`config.mk`:
```
export PLATFORM = sky130hd
export DESIGN_NAME = modn_cascade_counter
export DESIGN_NICKNAME = d
export VERILOG_FILES = /design/src/rtl/modn_pkg.sv /design/src/rtl/modn_digit.sv /design/src/rtl/modn_cascade_counter.sv
export SDC_FILE = /design/constraint.sdc
export NUM_CORES = 1
export LEC_CHECK = 0
export CORE_UTILIZATION = 54
export CTS_BUF_LIST = sky130_fd_sc_hd__clkbuf_8 sky130_fd_sc_hd__clkbuf_16
export DETAILED_ROUTE_END_ITERATION = 8
export GPL_TIMING_DRIVEN = 1
export HOLD_SLACK_MARGIN = 0.08
export PLACE_DENSITY = 0.86
export SYNTH_ARGS = -nofsm -noshare
export SYNTH_HDL_FRONTEND = slang
export SYNTH_SLANG_ARGS = --single-unit
```
`constraint.sdc`:
```
create_clock -name clk -period 3.8 [get_ports clk]
set_input_delay 0.76 -clock clk [delete_from_list [all_inputs] [get_ports clk]]
set_output_delay 0.76 -clock clk [all_outputs]
set_load 0.01 [all_outputs]
```
`src/rtl/modn_pkg.sv`:
```
// Shared encodings for the modulo-N cascade counter.
// Direction and boundary-mode values are named here so top and digits agree.
package modn_pkg;

  localparam logic DIR_UP    = 1'b1;
  localparam logic DIR_DOWN  = 1'b0;
  localparam logic MODE_WRAP = 1'b0;
  localparam logic MODE_SAT  = 1'b1;

endpackage

```
`src/rtl/modn_digit.sv`:
```
// One modulo-MOD digit: clamped parallel load, up/down step with wrap,
// and a terminal flag (MOD-1 counting up, 0 counting down).
module modn_digit
  import modn_pkg::*;
#(
  parameter  int MOD = 10,
  localparam int DW  = $clog2(MOD)
) (
  input  logic          clk,
  input  logic          arst,
  input  logic          step_in,
  input  logic          dir,
  input  logic          load_en,
  input  logic [DW-1:0] load_val,
  output logic [DW-1:0] q_digit,
  output logic          term_out
);

  localparam logic [DW-1:0] MAXV = DW'(MOD - 1);
  localparam logic [DW-1:0] ZERO = DW'(0);
  localparam logic [DW-1:0] ONE  = DW'(1);

  logic [DW-1:0] q_r;
  logic [DW-1:0] q_next_s;

  function automatic logic [DW-1:0] clamp_val(input logic [DW-1:0] v);
    if (v > MAXV) begin
      clamp_val = MAXV;
    end else begin
      clamp_val = v;
    end
  endfunction

  // next digit value: load wins, otherwise step with wrap, otherwise hold
  always_comb begin
    q_next_s = q_r;
    if (load_en) begin
      q_next_s = clamp_val(load_val);
    end else if (step_in) begin
      if (dir == DIR_UP) begin
        q_next_s = (q_r == MAXV) ? ZERO : (q_r + ONE);
      end else begin
        q_next_s = (q_r == ZERO) ? MAXV : (q_r - ONE);
      end
    end else begin
      q_next_s = q_r;
    end
  end

  // digit register with asynchronous clear
  always_ff @(posedge clk or negedge arst) begin
    if (!arst) begin
      q_r <= ZERO;
    end else begin
      q_r <= q_next_s;
    end
  end

  assign q_digit  = q_r;
  assign term_out = (dir == DIR_UP) ? (q_r == MAXV) : (q_r == ZERO);

endmodule

```
`src/rtl/modn_cascade_counter.sv`:
```
// NDIG cascaded modulo-MOD digits with single-cycle ripple carry/borrow,
// wrap or saturate at the full-count limit, and a registered wrap pulse.
module modn_cascade_counter
  import modn_pkg::*;
#(
  parameter  int MOD  = 10,
  parameter  int NDIG = 4,
  localparam int DW   = $clog2(MOD)
) (
  input  logic               clk,
  input  logic               arst,
  input  logic               ena,
  input  logic               load,
  input  logic [NDIG*DW-1:0] din,
  input  logic               dir,
  input  logic               sat_mode,
  output logic [NDIG*DW-1:0] q,
  output logic               tc,
  output logic [0:0]         at_limit
);

  logic [NDIG-1:0] term_s;
  logic [NDIG-1:0] step_s;
  logic            load_en_s;
  logic            hold_s;
  logic            advance_s;
  logic            tc_next_s;
  logic            tc_r;

  assign load_en_s = ena & load;
  assign at_limit  = &term_s;
  assign hold_s    = (sat_mode == MODE_SAT) & at_limit;
  assign advance_s = ena & ~load & ~hold_s;

  // ripple enables: digit k steps only when every lower digit is terminal
  always_comb begin
    step_s    = '0;
    step_s[0] = advance_s;
    for (int k = 1; k < NDIG; k++) begin
      step_s[k] = step_s[k-1] & term_s[k-1];
    end
  end

  genvar g;
  generate
    for (g = 0; g < NDIG; g++) begin : g_digit
      modn_digit #(.MOD(MOD)) u_digit (
        .clk      (clk),
        .arst     (arst),
        .step_in  (step_s[g]),
        .dir      (dir),
        .load_en  (load_en_s),
        .load_val (din[g*DW +: DW]),
        .q_digit  (q[g*DW +: DW]),
        .term_out (term_s[g])
      );
    end
  endgenerate

  // a full-count wrap is exactly an advance taken while at the limit
  always_comb begin
    tc_next_s = 1'b0;
    if (advance_s && at_limit) begin
      tc_next_s = 1'b1;
    end else begin
      tc_next_s = 1'b0;
    end
  end

  // terminal-count pulse register
  always_ff @(posedge clk or negedge arst) begin
    if (!arst) begin
      tc_r <= 1'b0;
    end else begin
      tc_r <= tc_next_s;
    end
  end

  assign tc = tc_r;

endmodule

```
==> metrics.csv, run 1 <==
metric;value;unit
Worst VDD drop;0.207;mV
largest net degree at the start of global routing;29;
Synth Warn #;0;
Final Max Tran Viols;0;
gr usage total;26.4;%
CP endpoint kind;output port;
maximum clock path buffer count;2;
share of the synthesized area in the top cell type;25.3;%
CTS resizes;0;
worst skew pair latency;0.26;ns
XOR/XNOR Fraction of Synth Area;5.74;%
non-filler cells in the finished layout;267;
TNS Setup;0;ns
Core Box Area;2850;um2
Clock Sinks;17;
vias in the first global route;1487;
top_reg_cell synth;dfrtp_1;
area grow syn2layout;22.5;%
post-synthesis compound-gate area fraction;31.8;%
die height;57.8;um
initial antenna violation count;0;
Clock Skew;0.00616;ns
num rows;19;
Final nets;259;
setup bufs post-CTS;0;
hold crit path type;reg -> reg;
Mapped Cells;212;
mean post-synth cell area;7.92;um2
final hold vios;0;
multiplexer share of the synthesized area;2.38;%
violated checks;design-rule violations;
input/output buffers;39;
max-cap violations;0;
final count of negative-setup-slack endpoints;0;
Final Wtd Congestion;0.846;
number of hold buffers added after cts;0;
CP endpoint;at_limit;
period utilization;92.8;%
CP required;3.04;ns
post-synth top area cell;dfrtp_1;
routed len/inst;15.3;um
synthesized net count;234;
most common cell after layout, fill and taps aside;clkdlybuf4s50_1;
most frequent cells in the layout;39 x clkdlybuf4s50_1, 18 x nor2_1, 17 x dfrtp_1;
Final Instance Area;2060;um2
detailed-route wire length;4100;um
GR Overflow Total;0;
H-tree depth;1;
Yosys cell types;57;
RSZ-0062 raised after global routing;no;
CTS root buf;clkbuf_8;
Num CTS Buffers;3;
r2r setup slk;1.54;ns
top cells by area, synth;dfrtp_1 25%, xnor2_1 5.2%, o21ai_0 4.5%, nor2_1 4.0%, nand2_1 3.1%;
Vias/cell;6.30;
io pins;40;
Inserted Diodes;0;
Crit Path Class;in -> out;
CP max FO;12;
ys async rst share;100;%
beginning of the critical path;dir;
die area;3340;um2
Max transition margin;46.7;%
Chip Width;57.8;um
hold_ws;0.706;ns
Startpoint Class;primary input;
PD cells;336;nW/um2
maximum clock rate;0.283;GHz
Final HPWL DP;2880;um
main combinational cell family by area after synthesis;compound AO/OA/AOI/OAI gates;
worst r2r path cells;5;
Initial Util;58.9;%
status;complete, but fails checks;
Mapped Area;1680;um2
# placed instances;263;
post-synthesis sequential area ratio;25.3;%
layout cell share with drive strength beyond 1;7.20;%
FF+latch count, synth;17;
FF-to-FF Start;g_digit[0].u_digit.q_digit[0];
drt drc;1;
Simple-Gate Fraction of Synth Area;25.9;%
DR iter-0 viols;73;
Post-synth EDFFs;0;
drt first pass iters;6;
worst r2r dst;g_digit[3].u_digit.q_digit[1];
Via Count;1681;
clk slew on worst S/H paths;0.07;ns
CTS tree;built;
Leak;0.000756;uW
final antenna-violating net count;0;
DP Area;2010;um2
crit path time final;3.53;ns
Core Util, Final;72.1;%
Arr. time, crit path;2.77;ns
Worst Max-Slew Pin Slew;0.796;ns
post-synthesis adder-cell area fraction;0;%
first-pass GRT wire length;6890;um
## critical path, cell delays in order
cell	delay (ns)
clkdlybuf4s50_1	0.50
buf_4	0.22
nor3_1	0.25
o21a_1	0.27
nand3_1	0.13
nor2_1	0.10
clkdlybuf4s50_1	0.53
## synth_stat cells (all sizes together) (3+ instances only)
cell type	count
nand2	14
nor2b	3
buf	6
a221oi	4
nand3b	4
clkbuf	15
mux2i	4
dfrtp	17
nand4b	3
inv	8
nor2	18
a22oi	4
o21ai	23
o211ai	4
xnor2	10
nor3	4
a31oi	5
a21oi	9
nand3	10
o211a	3
or3	5
## report_power, final
group	switching (uW)	internal, uW	leakage [uW]	total, uW
clock	67.0	72.0	0.0000269	139
combinational	117	156	0.000524	273
sequential	75.1	204	0.000205	279
## area by class of cell
| cell class | count | area, um2 |
|---|---|---|
| Sequential cell | 17 | 425 |
| Multi-Input combinational cell | 165 | 1100 |
| Clock buffer | 3 | 41.3 |
| Timing Repair Buffer | 42 | 413 |
| Clock inverter | 1 | 3.75 |
| Inverter | 8 | 30.0 |
| Fill cell | 233 | 796 |
| Tap cell | 31 | 38.8 |
## per-layer routing
layer  GRT usage [%]  wire [um]  part of all wire, %
met5               0          0                    0
met1            35.4       1760                   43
met3            3.13        192                  4.7
met2            43.9       2080                   51
met4            10.2         65                  1.6
## flip-flops by register name, indices dropped and copies added (netlist names)
signal / count
g_digit.u_digit.q_digit: 16
tc: 1
## how the worst min path moves through the flow
| stage | start | depth (start not counted) | to | slack, ns |
|---|---|---|---|---|
| 6_report | g_digit[1].u_digit.q_digit[1] | 2 | g_digit[1].u_digit.q_digit[1] | 0.71 |
| 5_1_grt | g_digit[1].u_digit.q_digit[1] | 2 | g_digit[1].u_digit.q_digit[1] | 0.74 |
| 4_1_cts | g_digit[1].u_digit.q_digit[1] | 2 | g_digit[1].u_digit.q_digit[1] | 0.70 |
| 2_1_floorplan | arst | 0 | g_digit[0].u_digit.q_digit[0] | 0.46 |
| 3_5_place_dp | g_digit[1].u_digit.q_digit[1] | 2 | g_digit[1].u_digit.q_digit[1] | 0.69 |
| 3_3_place_gp | g_digit[0].u_digit.q_digit[2] | 2 | g_digit[0].u_digit.q_digit[2] | 0.67 |
## kinds of logic (layout without fill, tap and decap cells)
family | Yosys count | in the layout
AOI/OAI and AO/OA | 72 | 72
DFF | 17 | 17
xor gates and xnor gates | 11 | 11
and+or+nand+nor | 78 | 78
muxes | 4 | 4
buffers and inverters | 30 | 54
## per-stage QoR
step	setup WS (ns)	power, uW
CTS	0.290	695
finish	0.272	691
global route	0.155	736
detailed placement	0.307	552
floorplan	1.21	456
global placement	0.375	541
No activity file was read; power rests on OpenSTA's default activity.
==> inputs of run 2 (changes only) <==
CORE_ASPECT_RATIO = 0.7   (was not set)
CORE_MARGIN = 2   (was not set)
==> metrics.csv, run 2 (synthesized netlist as in run 1, its figures left out) <==
metric;value;unit;change
status;completed;;
most frequent cells in the layout;39 x clkdlybuf4s50_1, 18 x nor2_1, 17 x dfrtp_1;;
layout cell share with drive strength beyond 1;8.02;%;+0.81 points
Final HPWL DP;2850;um;-0.98%
Via Count;1666;;-0.89%
Final nets;260;;+0.39%
input/output buffers;39;;unchanged
final count of negative-setup-slack endpoints;0;;unchanged
Vias/cell;6.10;;-3.1%
multi-input logic area;1100;um2;unchanged
die height;50.7;um;-12%
Core Box Area;2880;um2;+1.1%
first-pass GRT wire length;6530;um;-5.3%
CTS root buf;clkbuf_8;;
CTS tree;built;;
TNS Setup;0;ns;unchanged
Inserted Diodes;0;;unchanged
Fillers;220;;-5.6%
CTS resizes;0;;unchanged
Arr. time, crit path;2.79;ns;+0.02 ns
hold crit path type;reg -> reg;;
max reg flops;16;;unchanged
Largest delay share family, worst path;buffers and inverters;;
num rows;16;;-3
vias in the first global route;1337;;-10%
die area;3580;um2;+7.3%
Max transition margin;46.8;%;+0.089 points
Chip Width;70.7;um;+22%
gr usage total;23.0;%;-3.4 points
number of hold buffers added after cts;0;;unchanged
critical-path cell list;clkdlybuf4s50_1, or3_1, a211oi_4, nand3_1, nor2_1, clkdlybuf4s50_1;;
Largest stage delay, worst path;0.55;ns;+0.02 ns
GR Overflow Total;0;;unchanged
Crit Path Class;in -> out;;
area grow syn2layout;23.5;%;
RSZ-0062 raised after global routing;no;;
largest net degree at the start of global routing;19;;-34%
worst-path cell with the longest stage delay;clkdlybuf4s50_1;;
CP required;3.04;ns;about the same
drt drc;0;;-1
CP endpoint kind;output port;;
Top cell by count, worst path;clkdlybuf4s50_1;;
PD cells;337;nW/um2;+0.24%
most common cell after layout, fill and taps aside;clkdlybuf4s50_1;;
DR iter-0 viols;190;;+160%
Leak;0.000755;uW;about the same
final hold vios;0;;unchanged
Worst VDD drop;0.216;mV;+4.5%
FF/Latch Area;425;um2;unchanged
detailed-route wire length;3970;um;-3.0%
crit path time final;3.55;ns;+0.0185 ns
Core Util, Final;72.0;%;-0.14 points
period utilization;93.3;%;+0.49 points
Startpoint Class;primary input;;
Final Max Tran Viols;0;;unchanged
max-cap violations;0;;unchanged
initial antenna violation count;0;;unchanged
CP max FO;8;;-4
Num CTS Buffers;3;;unchanged
io pins;40;;unchanged
routed len/inst;14.6;um;-5.1%
setup bufs post-CTS;0;;unchanged
r2r setup slk;1.54;ns;about the same
maximum clock rate;0.282;GHz;-0.52%
final antenna-violating net count;0;;unchanged
Final Wtd Congestion;0.870;;+2.9%
maximum clock path buffer count;2;;unchanged
Clock Sinks;17;;unchanged
Initial Util;58.2;%;-0.61 points
H-tree depth;1;;unchanged
worst skew pair latency;0.26;ns;about the same
drt first pass iters;4;;-2
Worst Max-Slew Pin Slew;0.795;ns;-0.00134 ns
CP bufs+invs;2;;-1
Clock Skew;0.00408;ns;-0.00209 ns
clk slew on worst S/H paths;0.07;ns;about the same
-- run 2: layout make-up --
type / count / share of cell area, %
Clock inverter: 1 / 0.362
Inverter: 8 / 1.45
Timing Repair Buffer: 43 / 20.3
Tap cell: 36 / 2.17
Multi-Input combinational cell: 165 / 53.3
Clock buffer: 3 / 1.99
Sequential cell: 17 / 20.5
-- run 2: per-stage QoR --
step                total power, uW  instance area (um2)  instances  setup WS, ns  hold WS, ns
CTS                             698                 2070        273         0.258        0.716
detailed placement              554                 2030        269         0.263        0.705
finish                          699                 2070        273         0.254        0.717
global placement                549                 2030        269         0.306        0.681
global route                    748                 2070        273         0.139        0.763
floorplan                       456                 1680        212          1.21        0.464
-- run 2: worst paths after layout --
kind,endpoint,start,cells after the start
worst max-delay path,at_limit,dir,6
worst min-delay path,g_digit[1].u_digit.q_digit[1],g_digit[1].u_digit.q_digit[1],2
worst max register to register,g_digit[3].u_digit.q_digit[2],g_digit[0].u_digit.q_digit[0],5
worst min register to register,g_digit[1].u_digit.q_digit[1],g_digit[1].u_digit.q_digit[1],2
max in group asynchronous,g_digit[0].u_digit.q_digit[3],arst,1
min in group asynchronous,g_digit[1].u_digit.q_digit[1],arst,1
-- run 2: layer usage --
| layer | up-vias | part of all wire [%] | wire, um | GRT usage (%) |
|---|---|---|---|---|
| met1 | 760 | 49 | 1960 | 34.9 |
| li1 | 831 | - | - | - |
| met4 | 0 | 0.10 | 4 | 2.52 |
| met2 | 73 | 43 | 1700 | 34.0 |
| met5 | - | 0 | 0 | 0 |
| met3 | 2 | 7.8 | 308 | 5.62 |
-- run 2: power by group --
part           switching (uW)  internal (uW)
logic                     116            157
clock network            69.5           73.9
registers                78.5            204
-- run 2: worst register-to-register path: stages, from the launching register on --
cell,delay [ns]
dfrtp_1,0.55
or3_4,0.45
a211o_4,0.37
and4bb_1,0.44
mux2i_1,0.24
o21ai_1,0.08
